## config.mk

```make
export PLATFORM = sky130hd
export DESIGN_NAME = user_flash_writer
export DESIGN_NICKNAME = d
export VERILOG_FILES = /design/src/rtl/user_flash_writer.sv
export SDC_FILE = /design/constraint.sdc
export NUM_CORES = 1
export LEC_CHECK = 0
export CAP_MARGIN = 0
export CORE_ASPECT_RATIO = 1.25
export CORE_MARGIN = 8
export CORE_UTILIZATION = 46
export CTS_CLUSTER_DIAMETER = 60
export DETAILED_ROUTE_END_ITERATION = 10
export GPL_TIMING_DRIVEN = 0
export PLACE_DENSITY = 0.74
export SETUP_SLACK_MARGIN = 0.2
export SYNTH_ARGS = -nofsm -noshare
export SYNTH_HDL_FRONTEND = slang
export SYNTH_SLANG_ARGS = --single-unit
```

## constraint.sdc

```tcl
create_clock -name clk -period 7.35 [get_ports clk]
set_input_delay 1.1025 -clock clk [delete_from_list [all_inputs] [get_ports clk]]
set_output_delay 1.1025 -clock clk [all_outputs]
set_load 0.05 [all_outputs]
```

## src/rtl/user_flash_writer.sv

```systemverilog
// Write-side controller for the GW1NR-9 user flash: word program and row erase,
// sequencing xe/ye/prog/erase/nvstr with elaboration-time phase timing.
module user_flash_writer #(
   parameter longint unsigned CLK_FREQ   = 27_000_000,
   parameter longint unsigned T_NVS_NS   = 5_000,
   parameter longint unsigned T_PGS_NS   = 10_000,
   parameter longint unsigned T_PROG_NS  = 16_000,
   parameter longint unsigned T_NVH_NS   = 5_000,
   parameter longint unsigned T_ERASE_NS = 100_000_000,
   parameter longint unsigned T_NVH1_NS  = 100_000,
   parameter longint unsigned T_RCV_NS   = 10_000
) (
   input  logic        clk,
   input  logic        reset_n,
   input  logic        select,
   input  logic [3:0]  wstrb,
   input  logic [15:0] addr,
   input  logic [31:0] data_i,
   output logic        ready,
   output logic        error,
   output logic        busy,
   output logic        xe,
   output logic        ye,
   output logic        se,
   output logic        prog,
   output logic        erase,
   output logic        nvstr,
   output logic [8:0]  xadr,
   output logic [5:0]  yadr,
   output logic [31:0] din,
   output logic        inv_valid,
   output logic [8:0]  inv_row
);

   function automatic logic [31:0] ns2cyc(input longint unsigned t_ns);
      longint unsigned c;
      c = (t_ns * CLK_FREQ + 64'd999_999_999) / 64'd1_000_000_000;
      return (c == 64'd0) ? 32'd1 : c[31:0];
   endfunction

   // Counter load values are phase length minus one: the change lands on the Nth edge.
   localparam logic [31:0] NVS_LD   = ns2cyc(T_NVS_NS)   - 32'd1;
   localparam logic [31:0] PGS_LD   = ns2cyc(T_PGS_NS)   - 32'd1;
   localparam logic [31:0] PROG_LD  = ns2cyc(T_PROG_NS)  - 32'd1;
   localparam logic [31:0] NVH_LD   = ns2cyc(T_NVH_NS)   - 32'd1;
   localparam logic [31:0] ERASE_LD = ns2cyc(T_ERASE_NS) - 32'd1;
   localparam logic [31:0] NVH1_LD  = ns2cyc(T_NVH1_NS)  - 32'd1;
   localparam logic [31:0] RCV_LD   = ns2cyc(T_RCV_NS)   - 32'd1;

   typedef enum logic [3:0] {IDLE, NVS, PGS, PROG, PGH, NVH, RCV, ERASE, DONE} state_t;

   state_t      state_q, state_d;
   logic [31:0] cnt_q, cnt_d;
   logic        op_q, op_d;
   logic        ready_q, ready_d, error_q, error_d, busy_q, busy_d;
   logic        xe_q, xe_d, ye_q, ye_d, prog_q, prog_d, erase_q, erase_d, nvstr_q, nvstr_d;
   logic [8:0]  xadr_q, xadr_d;
   logic [5:0]  yadr_q, yadr_d;
   logic [31:0] din_q, din_d;
   logic        inv_valid_q, inv_valid_d;
   logic [8:0]  inv_row_q, inv_row_d;
   logic        last;

   always_comb begin
      state_d     = state_q;
      cnt_d       = (cnt_q != 32'd0) ? cnt_q - 32'd1 : cnt_q;
      op_d        = op_q;
      ready_d     = 1'b0;
      error_d     = error_q;
      busy_d      = busy_q;
      xe_d        = xe_q;
      ye_d        = ye_q;
      prog_d      = prog_q;
      erase_d     = erase_q;
      nvstr_d     = nvstr_q;
      xadr_d      = xadr_q;
      yadr_d      = yadr_q;
      din_d       = din_q;
      inv_valid_d = 1'b0;
      inv_row_d   = inv_row_q;
      last        = (cnt_q == 32'd0);
      case (state_q)
         IDLE: if (select) begin
            if (wstrb != 4'hF || addr[14:6] > 9'd303) begin
               ready_d = 1'b1;
               error_d = 1'b1;
               state_d = DONE;
            end else begin
               op_d    = addr[15];
               xadr_d  = addr[14:6];
               yadr_d  = addr[5:0];
               din_d   = data_i;
               busy_d  = 1'b1;
               xe_d    = 1'b1;
               prog_d  = ~addr[15];
               erase_d = addr[15];
               cnt_d   = NVS_LD;
               state_d = NVS;
            end
         end
         NVS: if (last) begin
            nvstr_d = 1'b1;
            state_d = op_q ? ERASE : PGS;
            cnt_d   = op_q ? ERASE_LD : PGS_LD;
         end
         PGS: if (last) begin
            ye_d    = 1'b1;
            cnt_d   = PROG_LD;
            state_d = PROG;
         end
         PROG: if (last) begin
            ye_d    = 1'b0;
            state_d = PGH;
         end
         PGH: begin
            prog_d  = 1'b0;
            cnt_d   = NVH_LD;
            state_d = NVH;
         end
         ERASE: if (last) begin
            erase_d = 1'b0;
            cnt_d   = NVH1_LD;
            state_d = NVH;
         end
         NVH: if (last) begin
            nvstr_d = 1'b0;
            cnt_d   = RCV_LD;
            state_d = RCV;
         end
         RCV: if (last) begin
            xe_d        = 1'b0;
            ready_d     = 1'b1;
            error_d     = 1'b0;
            inv_valid_d = 1'b1;
            inv_row_d   = xadr_q;
            state_d     = DONE;
         end
         DONE: begin
            busy_d  = 1'b0;
            error_d = 1'b0;
            cnt_d   = 32'd0;
            state_d = IDLE;
         end
         default: state_d = IDLE;
      endcase
   end

   always_ff @(posedge clk or negedge reset_n) begin
      if (!reset_n) begin
         state_q     <= IDLE;
         cnt_q       <= 32'd0;
         op_q        <= 1'b0;
         ready_q     <= 1'b0;
         error_q     <= 1'b0;
         busy_q      <= 1'b0;
         xe_q        <= 1'b0;
         ye_q        <= 1'b0;
         prog_q      <= 1'b0;
         erase_q     <= 1'b0;
         nvstr_q     <= 1'b0;
         xadr_q      <= 9'd0;
         yadr_q      <= 6'd0;
         din_q       <= 32'd0;
         inv_valid_q <= 1'b0;
         inv_row_q   <= 9'd0;
      end else begin
         state_q     <= state_d;
         cnt_q       <= cnt_d;
         op_q        <= op_d;
         ready_q     <= ready_d;
         error_q     <= error_d;
         busy_q      <= busy_d;
         xe_q        <= xe_d;
         ye_q        <= ye_d;
         prog_q      <= prog_d;
         erase_q     <= erase_d;
         nvstr_q     <= nvstr_d;
         xadr_q      <= xadr_d;
         yadr_q      <= yadr_d;
         din_q       <= din_d;
         inv_valid_q <= inv_valid_d;
         inv_row_q   <= inv_row_d;
      end
   end

   assign ready     = ready_q;
   assign error     = error_q;
   assign busy      = busy_q;
   assign xe        = xe_q;
   assign ye        = ye_q;
   assign se        = 1'b0;
   assign prog      = prog_q;
   assign erase     = erase_q;
   assign nvstr     = nvstr_q;
   assign xadr      = xadr_q;
   assign yadr      = yadr_q;
   assign din       = din_q;
   assign inv_valid = inv_valid_q;
   assign inv_row   = inv_row_q;

endmodule

```

# After elaboration in Yosys (flattened, before gate mapping)
# Index checks and enable logic that the tools add are counted.
# W data, S select, Z words.
[totals] reg_bits=102 input_bits=55 output_inout_bits=66 elab_cells=100
[op_classes] n_addsub=1 n_lt_le_gt_ge=1 n_eq_ne=18 n_mux=41 n_bitwise=2 n_reduce_logical=21
[op_table] cell="$mux W32" count=7
[op_table] cell="$pmux W32 S7" count=1
[op_table] cell="$logic_not A32 Y1" count=1
[op_table] cell="$mux W4" count=8
[op_table] cell="$pmux W4 S8" count=1
[op_table] cell="$reduce_bool A32 Y1" count=1
[op_table] cell="$sub A32 B1 Y32 const B" count=1
[op_table] cell="$mux W22" count=1
[op_table] cell="$ne A2 B2 Y1 const B" count=9
[op_table] cell="$eq A4 B3 Y1 const B" count=4
[op_table] cell="$reduce_and A3 Y1" count=5
[op_table] cell="$mux W1" count=14
[op_table] cell="$pmux W1 S2" count=7
[op_table] cell="$reduce_and A4 Y1" count=3
[op_table] cell="$reduce_bool A2 Y1" count=6
[op_table] cell="$gt A9 B9 Y1 const B" count=1
[op_table] cell="$eq A4 B2 Y1 const B" count=2
[op_table] cell="$reduce_and A7 Y1" count=1
[op_table] cell="$eq A4 B1 Y1 const B" count=1
[op_table] cell="$eq A4 B4 Y1 const B" count=1
[op_table] cell="$logic_not A4 Y1" count=1
[op_table] cell="$ne A4 B4 Y1 const B" count=1
[op_table] cell="$mux W3" count=1
[op_table] cell="$pmux W1 S3" count=1
[op_table] cell="4 further kinds" count=5

# Logic depth before layout (Yosys ltp)
[logic_depth] ltp_word=5 mapped_depth=9 depth_no_buf=9

# Worst setup path after synthesis
# Ideal clock, no wire load.
[synth_path] path_type="in2reg" from="in addr[10]" to="reg xadr_q[2] (netlist: xadr[2])" setup_time_ps=66 arrival_time_ps=2629 required_ps=7284 path_slack_ps=4655 stages=8 n_path_buf=3 path_cell_list="a211o_1 a21oi_1 and3_1 clkbuf_1 clkbuf_1 buf_1 nand2_1 nand2_1"
[synth_via] elab_chain_len=4
[synth_rtl] element="from (decl)" line_no="17" rtl="input logic [15:0] addr,"
[synth_rtl] element="$gt A9 B9 Y1" line_no="84" rtl="if (wstrb != 4'hF || addr[14:6] > 9'd303) begin"
[synth_rtl] element="$logic_or A1 B1 Y1" line_no="84"
[synth_rtl] element="$not A1 Y1 (no source line)"
[synth_rtl] element="$reduce_and A3 Y1 (no source line)"
[synth_rtl] element="to (signal assigned)" line_no="178" rtl="xadr_q <= xadr_d;"
[synth_rtl] element="to (decl)" line_no="57" rtl="logic [8:0] xadr_q, xadr_d;"
# Every way passes these cells.
# A chain may end at the register's enable or synchronous reset.

# Final worst setup path
[layout_path] from="in addr[10]" to="reg xadr_q[6] (netlist: xadr[6])"
# The elaborated chain is that of the path after synthesis.

==> run_results.csv <==
group,metric,value,unit
clock_network,worst_skew_pair.late_latency,350,ps
timing,finalHoldViolations,0,
layout,layout-drive-gt1-share,0.0610,
worst_setup_path,path_max_fanout,10,
floorplan,die_area,13900,sq um
placement,io_buffers,119,
placement,place_area,6130,sq um
placement,place_inst,769,
worst_setup_path,critical_path.top_delay_family,"buffers and inverters",
synthesis,synth_flop_cell,"dfrtp_1",
placement,dp.final_hpwl,10.1,mm
power_and_ir_drop,p_leak,2.97,nW
synthesis,synth_area,4750,sq um
status,status,"completed",
timing,timing.hold.ws,474,ps
timing,finalSetupViolations,0,
clock_network,cts_root_buffer,"clkbuf_16",
route,wl_per_cell,17.2,um
clock_network,cts_tree,"built",
timing,fin_crit_sh,0.435,
timing,slew_headroom,0.256,
route,drtIter0Drc,162,
grt,grt_pass1_vias,4460,
floorplan,die_w,107,um
worst_setup_path,crit_buf_inv,4,
synthesis,synth_edf_count,0,
timing,finalSetupTns,0,ps
worst_setup_path,slowest_delay,430,ps
synthesis,syn_inst,520,
floorplan,coreArea,10100,sq um
worst_setup_path,setup.worst_path.start_class,"input pin",
timing,fin_skew,11.8,ps
layout,areaGrowthSynthToFinish,35.2,%
layout,final_cells,785,
layout,nets,709,
clock_network,clkTransAtPathRegs,70,ps
clock_network,clock_sink_count,102,
placement,place_congestion,0.908,
synthesis,syn_area_per_cell,9.14,sq um
flow_run,maxCapViolCount,0,
grt,grt_max_degree,56,
synthesis,ys_ff_latch,102,
synthesis,yosys_warnings,0,
clock_network,clk_path_buf_depth,2,
worst_setup_path,end_kind,"flop",
grt,globalRouteOverflowTotal,0,
layout,fillers,839,
timing,fmax,313,MHz
worst_setup_path,crit_type,"in2reg",
timing,rsz0062_at_grt,"no",
layout,multi_input_area,2090,sq um
power_and_ir_drop,cellPowerDensity,437,nW/um^2
route,drt-vias-per-instance,5.38,
route,wirelength,13.5,mm
timing,worst_slew_pin_slew,1110,ps
layout,fin_area,6430,sq um
floorplan,ios,121,
synthesis,seq_area_frac_synth,0.537,
power_and_ir_drop,max-vdd-ir-drop,0.220,mV
layout,seq_area,2550,sq um
route,drt.antenna.violating_nets,0,
synthesis,synthArstFlopShare,1.00,
route,vias,4221,
route,drc,0,
worst_setup_path,cp_data_arrival_time,3480,ps
layout,final_common_cell,"nand2_1",
worst_hold_path,hold_class,"reg2reg",
timing,slew_viol_final,0,
grt,track_usage,0.203,
clock_network,post-cts-setup-buffers,0,
worst_setup_path,crit_chain,"clkdlybuf4s50_1, a211o_1, a21oi_1, and3_1, clkbuf_1, clkbuf_1, buf_1, nand2_1, nand2_1",
clock_network,cts_resized,0,
clock_network,h-tree-depth,3,
synthesis,ys_types,55,
floorplan,initial_utilization,0.470,
worst_setup_path,critPathSlowestCell,"clkdlybuf4s50_1",
synthesis,synth_nets,578,
worst_setup_path,critPathRequiredTime,7630,ps
route,drt_pass1_iterations,6,
floorplan,die_h,130,um
floorplan,fp-row-count,41,
layout,layout_common_cells,"nand2_1 (179), clkdlybuf4s50_1 (118), dfrtp_1 (102)",
clock_network,cts_hold_buf,0,
grt,antenna_found_initial,0,
clock_network,numCtsBuffers,9,
grt,grt_first_pass_wirelength,22.3,mm
timing,min_period,3200,ps
layout,antenna_cells,0,
-- cells by family after synthesis --
logic type,share of synthesized area
other,0.000789
AOI/OAI and AO/OA,0.102
DFF,0.537
muxes,0.0234
buffers and inverters,0.0232
and+or+nand+nor,0.276
xor gates and xnor gates,0.0295
adders and majority gates,0.00790
-- area by class of cell --
type	instances	area share
flip-flops and latches	102	0.397
multi-input cells	391	0.325
inverters	8	0.00467
clock buffers	10	0.0356
clock inverters	6	0.0107
well taps	129	0.0251
repair buffers	120	0.189
plain buffers	19	0.0125
-- metrics by stage --
step / worst slack [ps] / util / total power [mW]
detailed placement: 3750 / 0.607 / 2.33
global placement: 1350 / 0.604 / 2.30
floorplan: 4650 / - / 1.86
finish: 4150 / 0.636 / 2.81
CTS: 4100 / 0.636 / 2.82
global route: 3920 / 0.636 / 2.98
-- cell usage after synthesis (3+ instances only) --
cell | count | area [sq um]
nand3_1 | 7 | 35.0
or4_1 | 3 | 22.5
a21oi_1 | 14 | 70.1
nor2_1 | 34 | 128
o2bb2ai_1 | 3 | 26.3
and3_1 | 3 | 18.8
nor4_2 | 3 | 37.5
dfrtp_1 | 102 | 2550
nand4_1 | 7 | 43.8
xnor2_1 | 13 | 114
mux2_2 | 7 | 78.8
or2_2 | 3 | 18.8
or3_1 | 7 | 43.8
clkbuf_1 | 15 | 56.3
o21ai_0 | 26 | 130
xor2_1 | 3 | 26.3
nand2b_1 | 7 | 43.8
inv_1 | 8 | 30.0
ha_1 | 3 | 37.5
a31oi_1 | 3 | 18.8
nor4_1 | 9 | 56.3
nor3_1 | 11 | 55.1
nand2_1 | 179 | 672
o211ai_1 | 4 | 30.0
a21boi_0 | 3 | 22.5
-- registers in the layout (all words and copies together) (netlist names) --
register and cells:
cnt_q 32, din 32, inv_row 9, xadr 9
yadr 6, state_q 4, busy 1, erase 1
error 1, inv_valid 1, nvstr 1, op_q 1
prog 1, ready 1, xe 1, ye 1
-- tightest hold or removal path, stage by stage, from the launching register on --
cell     delay, ps
dfrtp_1        340
nand2_1         50
nand2_1         50
-- final timing paths --
path,cells after the start,to,slack (ps),startpoint
setup / recovery,9,xadr[6],4150,addr[10]
hold / removal,2,yadr[0],470,yadr[0]
setup reg to reg,7,cnt_q[24],4180,cnt_q[8]
hold reg to reg,2,yadr[0],470,yadr[0]
max in group asynchronous,2,din[14],5860,reset_n
min in group asynchronous,1,cnt_q[24],810,reset_n
-- per-layer routing --
layer  routed length (um)  global-route usage  vias up  share of wire
li1                     -                   -     2022              -
met1                 5260               0.220     2039           0.39
met2                 6610               0.335      144           0.49
met3                 1370              0.0939       16           0.10
met4                  233              0.0822        0          0.017
met5                    0                   0        -              0
-- power by group --
part	internal [mW]	leakage, nW	switching [mW]	total, mW
clock	0.267	0.143	0.214	0.481
sequential	0.739	1.35	0.145	0.884
combinational	0.491	1.47	0.958	1.45
total	1.50	2.97	1.32	2.81
Power figures use the tool's default switching activity.
